**src/rtl/serial_err_sched_pkg.sv**
```systemverilog
// Shared definitions for the serial error-injection path: error-mode
// encodings, sequencer FSM states and default widths. Used by the frame
// sequencer, the error injector and the checker.
package serial_err_sched_pkg;

  localparam int unsigned DEF_WORD_W = 7;
  localparam int unsigned DEF_POS_W  = 3;

  // err_mode encodings as seen on the err_mode port
  typedef enum logic [1:0] {
    ERR_NONE   = 2'd0,  // error_pos = 0
    ERR_FIXED  = 2'd1,  // error_pos = err_fixed
    ERR_SWEEP1 = 2'd2,  // sweep 1..max, skipping 0
    ERR_SWEEP0 = 2'd3   // sweep 0..max
  } err_mode_e;

  typedef enum logic [1:0] {
    ST_IDLE  = 2'd0,
    ST_SHIFT = 2'd1,
    ST_GAP   = 2'd2
  } state_e;

endpackage

```
**src/rtl/serial_err_sched_err_pos_gen.sv**
```systemverilog
// err_pos_gen: per-frame error position scheduler.
//   clk, rst   : clock, synchronous active-high reset
//   accept     : a word is being accepted this cycle; schedule advances
//   mode       : error mode sampled at acceptance
//   fixed      : fixed position sampled at acceptance (ERR_FIXED)
//   error_pos  : registered position, held until the next acceptance
module err_pos_gen
  import serial_err_sched_pkg::*;
#(
  parameter int unsigned POS_W = DEF_POS_W
) (
  input  logic             clk,
  input  logic             rst,
  input  logic             accept,
  input  err_mode_e        mode,
  input  logic [POS_W-1:0] fixed,
  output logic [POS_W-1:0] error_pos
);

  logic [POS_W-1:0] sweep_ptr_q, sweep_ptr_d;
  logic [POS_W-1:0] error_pos_q, error_pos_d;
  logic [POS_W-1:0] p;

  always_comb begin
    sweep_ptr_d = sweep_ptr_q;
    error_pos_d = error_pos_q;
    p           = sweep_ptr_q;
    if (accept) begin
      unique case (mode)
        ERR_NONE:  error_pos_d = '0;
        ERR_FIXED: error_pos_d = fixed;
        ERR_SWEEP1: begin
          // a pointer left at 0 by the 0..max sweep is promoted to 1
          p           = (sweep_ptr_q == '0) ? POS_W'(1) : sweep_ptr_q;
          error_pos_d = p;
          sweep_ptr_d = (p == '1) ? POS_W'(1) : p + POS_W'(1);
        end
        ERR_SWEEP0: begin
          error_pos_d = sweep_ptr_q;
          sweep_ptr_d = sweep_ptr_q + POS_W'(1);
        end
      endcase
    end
  end

  always_ff @(posedge clk) begin
    if (rst) begin
      sweep_ptr_q <= '0;
      error_pos_q <= '0;
    end else begin
      sweep_ptr_q <= sweep_ptr_d;
      error_pos_q <= error_pos_d;
    end
  end

  assign error_pos = error_pos_q;

endmodule

```
**src/rtl/serial_err_sched.sv**
```systemverilog
// serial_err_sched: frame sequencer for the serial error-injection path.
// Accepts codewords on a valid/ready handshake, serialises them LSB-first
// as a d/strobe pair (two cycles per bit, strobe on the second), then idles
// GAP_CYC cycles. error_pos follows a per-frame schedule fixed at acceptance.
//   word_in/word_valid/word_ready : codeword handshake
//   err_mode/err_fixed            : schedule selection, sampled at acceptance
//   d_ser/strobe_ser              : serial data and bit strobe to the injector
//   error_pos                     : injector error position for this frame
//   busy                          : frame in flight (SHIFT or GAP)
//   frame_done                    : one-cycle pulse on the first GAP cycle
//   frame_cnt                     : completed frames, wrapping
module serial_err_sched
  import serial_err_sched_pkg::*;
#(
  parameter int unsigned WORD_W  = DEF_WORD_W,
  parameter int unsigned POS_W   = DEF_POS_W,
  parameter int unsigned GAP_CYC = 1,
  parameter int unsigned CNT_W   = 8
) (
  input  logic              clk,
  input  logic              rst,
  input  logic [WORD_W-1:0] word_in,
  input  logic              word_valid,
  output logic              word_ready,
  input  logic [1:0]        err_mode,
  input  logic [POS_W-1:0]  err_fixed,
  output logic              d_ser,
  output logic              strobe_ser,
  output logic [POS_W-1:0]  error_pos,
  output logic              busy,
  output logic              frame_done,
  output logic [CNT_W-1:0]  frame_cnt
);

  localparam int unsigned BIT_W = (WORD_W > 1) ? $clog2(WORD_W) : 1;
  localparam int unsigned GAP_W = (GAP_CYC > 1) ? $clog2(GAP_CYC) : 1;
  localparam logic [BIT_W-1:0] LAST_BIT = BIT_W'(WORD_W - 1);
  localparam logic [GAP_W-1:0] LAST_GAP = GAP_W'(GAP_CYC - 1);

  state_e             state_q, state_d;
  logic [WORD_W-1:0]  shreg_q, shreg_d;
  logic [BIT_W-1:0]   bit_q, bit_d;
  logic               phase_q, phase_d;
  logic [GAP_W-1:0]   gap_q, gap_d;
  logic               done_q, done_d;
  logic [CNT_W-1:0]   cnt_q, cnt_d;
  logic               accept;

  assign accept = (state_q == ST_IDLE) && word_valid;

  always_comb begin
    state_d = state_q;
    shreg_d = shreg_q;
    bit_d   = bit_q;
    phase_d = phase_q;
    gap_d   = gap_q;
    done_d  = 1'b0;
    cnt_d   = cnt_q;
    unique case (state_q)
      ST_IDLE: begin
        if (accept) begin
          state_d = ST_SHIFT;
          shreg_d = word_in;
          bit_d   = '0;
          phase_d = 1'b0;
        end
      end
      ST_SHIFT: begin
        if (!phase_q) begin
          phase_d = 1'b1;
        end else begin
          // current bit always sits in shreg_q[0]; shift after its strobe
          phase_d = 1'b0;
          shreg_d = shreg_q >> 1;
          if (bit_q == LAST_BIT) begin
            state_d = ST_GAP;
            gap_d   = '0;
            done_d  = 1'b1;
            cnt_d   = cnt_q + CNT_W'(1);
          end else begin
            bit_d = bit_q + BIT_W'(1);
          end
        end
      end
      ST_GAP: begin
        if (gap_q == LAST_GAP) begin
          state_d = ST_IDLE;
        end else begin
          gap_d = gap_q + GAP_W'(1);
        end
      end
      default: state_d = ST_IDLE;
    endcase
  end

  always_ff @(posedge clk) begin
    if (rst) begin
      state_q <= ST_IDLE;
      shreg_q <= '0;
      bit_q   <= '0;
      phase_q <= 1'b0;
      gap_q   <= '0;
      done_q  <= 1'b0;
      cnt_q   <= '0;
    end else begin
      state_q <= state_d;
      shreg_q <= shreg_d;
      bit_q   <= bit_d;
      phase_q <= phase_d;
      gap_q   <= gap_d;
      done_q  <= done_d;
      cnt_q   <= cnt_d;
    end
  end

  err_pos_gen #(
    .POS_W (POS_W)
  ) u_err_pos_gen (
    .clk       (clk),
    .rst       (rst),
    .accept    (accept),
    .mode      (err_mode_e'(err_mode)),
    .fixed     (err_fixed),
    .error_pos (error_pos)
  );

  assign word_ready = (state_q == ST_IDLE);
  assign busy       = (state_q != ST_IDLE);
  assign d_ser      = (state_q == ST_SHIFT) && shreg_q[0];
  assign strobe_ser = (state_q == ST_SHIFT) && phase_q;
  assign frame_done = done_q;
  assign frame_cnt  = cnt_q;

endmodule

```
**config.mk**
```make
export PLATFORM = sky130hd
export DESIGN_NAME = serial_err_sched
export DESIGN_NICKNAME = d
export VERILOG_FILES = /design/src/rtl/serial_err_sched_pkg.sv /design/src/rtl/serial_err_sched_err_pos_gen.sv /design/src/rtl/serial_err_sched.sv
export SDC_FILE = /design/constraint.sdc
export NUM_CORES = 1
export LEC_CHECK = 0
export CELL_PAD_IN_SITES_DETAIL_PLACEMENT = 1
export CELL_PAD_IN_SITES_GLOBAL_PLACEMENT = 1
export CORE_MARGIN = 4
export CORE_UTILIZATION = 43
export CTS_BUF_LIST = sky130_fd_sc_hd__clkbuf_4
export CTS_CLUSTER_DIAMETER = 60
export DETAILED_ROUTE_END_ITERATION = 8
export PLACE_DENSITY_LB_ADDON = 0.1
export SYNTH_ARGS = -nofsm -noshare
export SYNTH_HDL_FRONTEND = slang
export SYNTH_HIERARCHICAL = 1
export SYNTH_SLANG_ARGS = --single-unit
```
**constraint.sdc**
```tcl
create_clock -name clk -period 3.4 [get_ports clk]
set_clock_uncertainty 0.2 [all_clocks]
set_input_delay 0.85 -clock clk [delete_from_list [all_inputs] [get_ports clk]]
set_output_delay 0.85 -clock clk [all_outputs]
set_load 0.05 [all_outputs]
```
* Yosys cells after proc, flatten, opt, wreduce, memory -nomap -nowiden
Cells that the tools add are included.
** Cells by class
- Bitwise logic cells :: 2
- Eq/ne operators :: 12
- $add $sub $neg :: 5
- Reductions and logical operators :: 18
- Muxes and demuxes :: 24
** Operators with widths (number)
- two-way mux 3 bit :: 5
- two-way mux 7 bit :: 2
- case mux 7 bit (2 select lines) :: 1
- case mux 3 bit (2 select lines) :: 2
- case mux 3 bit (4 select lines) :: 1
- adder 3 x 1 -> 3 bit, second input constant :: 3
- AND reduction 3 bit :: 3
- adder 8 x 1 -> 8 bit, second input constant :: 1
- two-way mux 2 bit :: 4
- inequality test 2 bit, second input constant :: 4
- AND reduction 4 bit :: 2
- nonzero test 2 bit :: 4
- equality test 2 bit, second input constant :: 3
- equality test 3 bit, second input constant :: 2
- two-way mux 1 bit :: 6
- case mux 2 bit (3 select lines) :: 1
- equality test 2 x 1 -> 1 bit, second input constant :: 2
- zero test 2 bit :: 2
- case mux 1 bit (2 select lines) :: 2
- AND reduction 2 bit :: 2
- logical AND 1 bit :: 3
- zero test 3 bit :: 1
- OR reduction 3 bit :: 1
- inequality test 2 x 1 -> 1 bit, second input constant :: 1
- 2 further kinds :: 3
** Storage, ports and cells
- Logic and storage cells :: 70
- Output and inout port bits :: 16
- Input bits :: 15
- Bits in registers :: 29

* Depth between registers and ports, before layout
- Depth after elaboration :: 5
- Depth in mapped cells :: 6
- Mapped depth without buffers :: 5

* Hierarchy
The synthesis kept the hierarchy.
** Modules (own cells, without submodules)
- serial_err_sched :: cells each 125, seq. area each 440.4 µm², area an instance 1151.1 µm², instances 1
- err_pos_gen :: cells each 44, seq. area each 120.1 µm², area an instance 377.9 µm², instances 1

* Least setup slack after synthesis
OpenSTA, ideal clock, no wires.
- Path type :: register to output
- Start :: register state_q[0]
- End :: output port busy
- Stages on the path, launching flop included :: 4
- Slack :: 0.749 ns
- Arrival :: 1.601 ns
- Data required time :: 2.350 ns
- Cell sequence :: dfxtp_1 clkbuf_8 nor2_1 inv_1
** On the way
- Longest elaborated chain between the ends :: 1
** RTL lines
- from (decl) :: line serial_err_sched.sv:40 : state_e state_q, state_d;
- from (signal assigned) :: line serial_err_sched.sv:106 : state_q <= state_d;
- nonzero test 2 bit :: line serial_err_sched.sv:128 : assign busy = (state_q != ST_IDLE);
- to (decl) :: line serial_err_sched.sv:30 : output logic busy,
Every way passes these cells.

* Final worst setup path
- Start :: register state_q[0]
- End :: output port d_ser
** On the way
- Longest elaborated chain between the ends :: 2
** RTL lines
- equality test 2 x 1 -> 1 bit :: line serial_err_sched.sv:129 : assign d_ser = (state_q == ST_SHIFT) && shreg_q[0];
- logical AND 1 bit :: line serial_err_sched.sv:129
- to (decl) :: line serial_err_sched.sv:27 : output logic d_ser,
Every way passes these cells.

==> flow_summary_export.csv <==
group,metric,value,unit
run_status,status,"completed",
critical_path,crit_slowest_cell,"clkdlybuf4s50_1",
critical_path,critPathRequiredTime,2.35,ns
timing,period_share,92.1,%
critical_path,crit_fanout,11,
placement,dp_slack,0.616,ns
synthesis,synthCells,169,
synthesis,synthMuxAreaShare,6.87,%
clocking,clock_latency,0.33,ns
drt,wl_per_cell,15.7,um
synthesis,netlist_area,1530,sq um
floorplan,core_area,3390,sq um
timing,max_freq,0.319,GHz
timing,setup_viol,0,
final_layout,area_growth,21.5,%
clocking,clock_sinks,28,
synthesis,yosys.area_share.simple,24.0,%
synthesis,ys_types,46,
clocking,cts_buffers,3,
timing,hold_violations,0,
pwr,ir_worst_vdd,0.000198,V
floorplan,initial_core_util,45.1,%
worst_hold_path,hp-class,"reg -> reg",
timing,maxSlewHeadroom,58.2,%
floorplan,die_h,67.6,um
drt,drt.antenna.violating_nets,0,
drt,via_count,1359,
final_layout,layout.nets,218,
final_layout,register_area,561,sq um
clocking,clock_path_buffers,2,
placement,hpwl,2940,um
clocking,cts_resized,0,
global_route,grt_pass1_vias,1381,
drt,dr.pass1.iters,4,
synthesis,post_synth.cell_area_avg,9.05,sq um
timing,fin_ws,0.267,ns
synthesis,ys_ff_latch,28,
timing,slew_viol_final,0,
drt,post-route-drc-count,0,
critical_path,arrival,2.08,ns
run,max_cap_violations,0,
synthesis,synth_adder_area_share,4.91,%
synthesis,yosysWarningCount,6,
timing,tightest_slew,0.626,ns
synthesis,synth_ff_type,"dfxtp_1",
pwr,p_leak,0.705,nW
synthesis,synth_xor_area_share,0.573,%
timing,fin_crit,3.13,ns
drt,wl,3790,um
global_route,overflow,0,
synthesis,synth_edf_count,0,
pwr,powerDensity,332,nW/um^2
clocking,cts_tree,"done",
global_route,grt_max_degree,18,
final_layout,antenna_cells,0,
drt,via_per_inst,5.62,
final_layout,fillers,411,
placement,port_buffers,30,
critical_path,reg2regPathDepth,3,
drt,drt_iter0_drc,90,
global_route,grt_pass1_wl,6560,um
final_layout,drive_gt1_share,8.67,%
critical_path,critical_path_class,"reg -> out",
placement,place_congestion,0.833,
clocking,path_clk_slew,0.16,ns
timing,rsz0062_at_grt,"no",
global_route,antenna_found_initial,0,
clocking,cts_hold_buf,0,
worst_hold_path,min_path_cells,2,
floorplan,die_area,4570,sq um
clocking,root_buffer,"clkbuf_4",
clocking,cts_setup_buffers,0,
critical_path,end_kind,"output pin",
clocking,h-tree-depth,1,
global_route,grt_usage,18.4,%
final_layout,multi_input_area,861,sq um
floorplan,fp.dieW,67.6,um
floorplan,io_pins,31,
floorplan,rows,21,
critical_path,worstSetupStartpointType,"flip-flop",
synthesis,synth_nets,190,
timing,setup_tns,0,ns
synthesis,synth_compound_area_share,20.0,%
synthesis,synth_top_family_by_area,"simple AND/OR/NAND/NOR gates",
synthesis,seq_area_frac_synth,36.7,%
critical_path,slowest_delay,0.80,ns
synthesis,async_reset_ff_share,0,%
critical_path,cp_cell_sequence,"and2b_2 > and2_1 > clkdlybuf4s50_1",
-- worst paths after layout --
kind / from / end / slack (ns)
worst min-delay path: u_err_pos_gen/error_pos[1]$_SDFFE_PP0P_ / u_err_pos_gen/error_pos[1]$_SDFFE_PP0P_ / 0.32
worst max-delay path: state_q[0]$_SDFFE_PP0P_ / d_ser / 0.27
worst min register to register: u_err_pos_gen/error_pos[1]$_SDFFE_PP0P_ / u_err_pos_gen/error_pos[1]$_SDFFE_PP0P_ / 0.32
worst max register to register: state_q[0]$_SDFFE_PP0P_ / bit_q[1]$_SDFFE_PP0P_ / 1.46
-- cell families (layout without fill, tap and decap cells) --
| kind of cell | Yosys count | in the layout |
|---|---|---|
| simple gates | 59 | 59 |
| xor+xnor | 1 | 1 |
| buf+inv | 18 | 45 |
| compound gates | 47 | 47 |
| mux | 10 | 10 |
| fa+ha+maj | 6 | 6 |
| flops | 28 | 28 |
-- cell usage after synthesis, types with 2 or more instances --
cell	number	area, sq um
and2b_1	2	15.0
a311oi_1	6	52.6
nand4_1	3	18.8
o31ai_1	2	15.0
nor2_1	7	26.3
buf_6	2	22.5
o211ai_1	2	15.0
and2_1	5	31.3
nand4b_1	2	17.5
nand2b_1	2	12.5
mux2i_1	6	60.1
nor2b_1	7	43.8
o21ai_0	7	35.0
a31oi_1	4	25.0
a21oi_1	16	80.1
buf_2	4	20.0
or4_1	4	30.0
nor3_1	5	25.0
nand2_1	9	33.8
a211oi_1	3	22.5
mux2_2	4	45.0
dfxtp_1	28	561
ha_1	6	75.1
inv_1	8	30.0
nand3_1	4	20.0
-- critical path, delay by kind of cell (launching register included) --
kind,cells,cell delay [ns]
AND/OR/NAND/NOR,2,0.37
buffers and inverters,1,0.80
flip-flops,1,0.58
-- flip-flops by register name, indices dropped and copies added (netlist names) --
name,count
bit_q,3
frame_cnt,8
frame_done,1
phase_q,1
shreg_q,7
state_q,2
u_err_pos_gen/error_pos,3
u_err_pos_gen/sweep_ptr_q,3
-- per-layer routing --
| metal | GRT usage, % | vias to the layer above | part of all wire (%) |
|---|---|---|---|
| li1 | - | 685 | - |
| met3 | 2.83 | 2 | 3.8 |
| met4 | 4.56 | 0 | 0.53 |
| met1 | 23.2 | 652 | 46 |
| met5 | 0 | - | 0 |
| met2 | 32.4 | 20 | 49 |
-- cell usage in the layout (no fill, tap or decap), types with 6 or more instances in the layout --
master / n
o21ai_0: 7
inv_1: 8
a21oi_1: 16
nor2b_1: 7
mux2i_1: 6
ha_1: 6
clkdlybuf4s50_1: 30
a311oi_1: 6
nand2_1: 9
nor2_1: 7
dfxtp_1: 28
-- report_power, final --
part / internal (W) / switching, W
clock: 0.0000430 / 0.0000991
sequential: 0.000343 / 0.0000126
combinational: 0.0000545 / 0.0000655
total: 0.000440 / 0.000177
-- metrics by stage --
| stage | power (W) | hold slack, ns | cells | instance area, sq um | util (%) |
|---|---|---|---|---|---|
| 2_1_floorplan | 0.000439 | 0.281 | 169 | 1530 | - |
| 3_3_place_gp | 0.000477 | 0.275 | 238 | 1830 | 54.0 |
| 3_5_place_dp | 0.000484 | 0.307 | 238 | 1830 | 54.0 |
| 4_1_cts | 0.000629 | 0.327 | 242 | 1860 | 54.8 |
| 5_1_grt | 0.000650 | 0.364 | 242 | 1860 | 54.8 |
| 6_report | 0.000617 | 0.324 | 242 | 1860 | 54.8 |
-- layout make-up --
class / instances / share of cell area [%]
Multi-Input combinational cell: 123 / 46.3
Sequential cell: 28 / 30.2
Timing Repair Buffer: 33 / 17.4
Tap cell: 46 / 3.10
Inverter: 8 / 1.62
Clock buffer: 3 / 1.21
Clock inverter: 1 / 0.202
No activity file was read; power rests on OpenSTA's default activity.
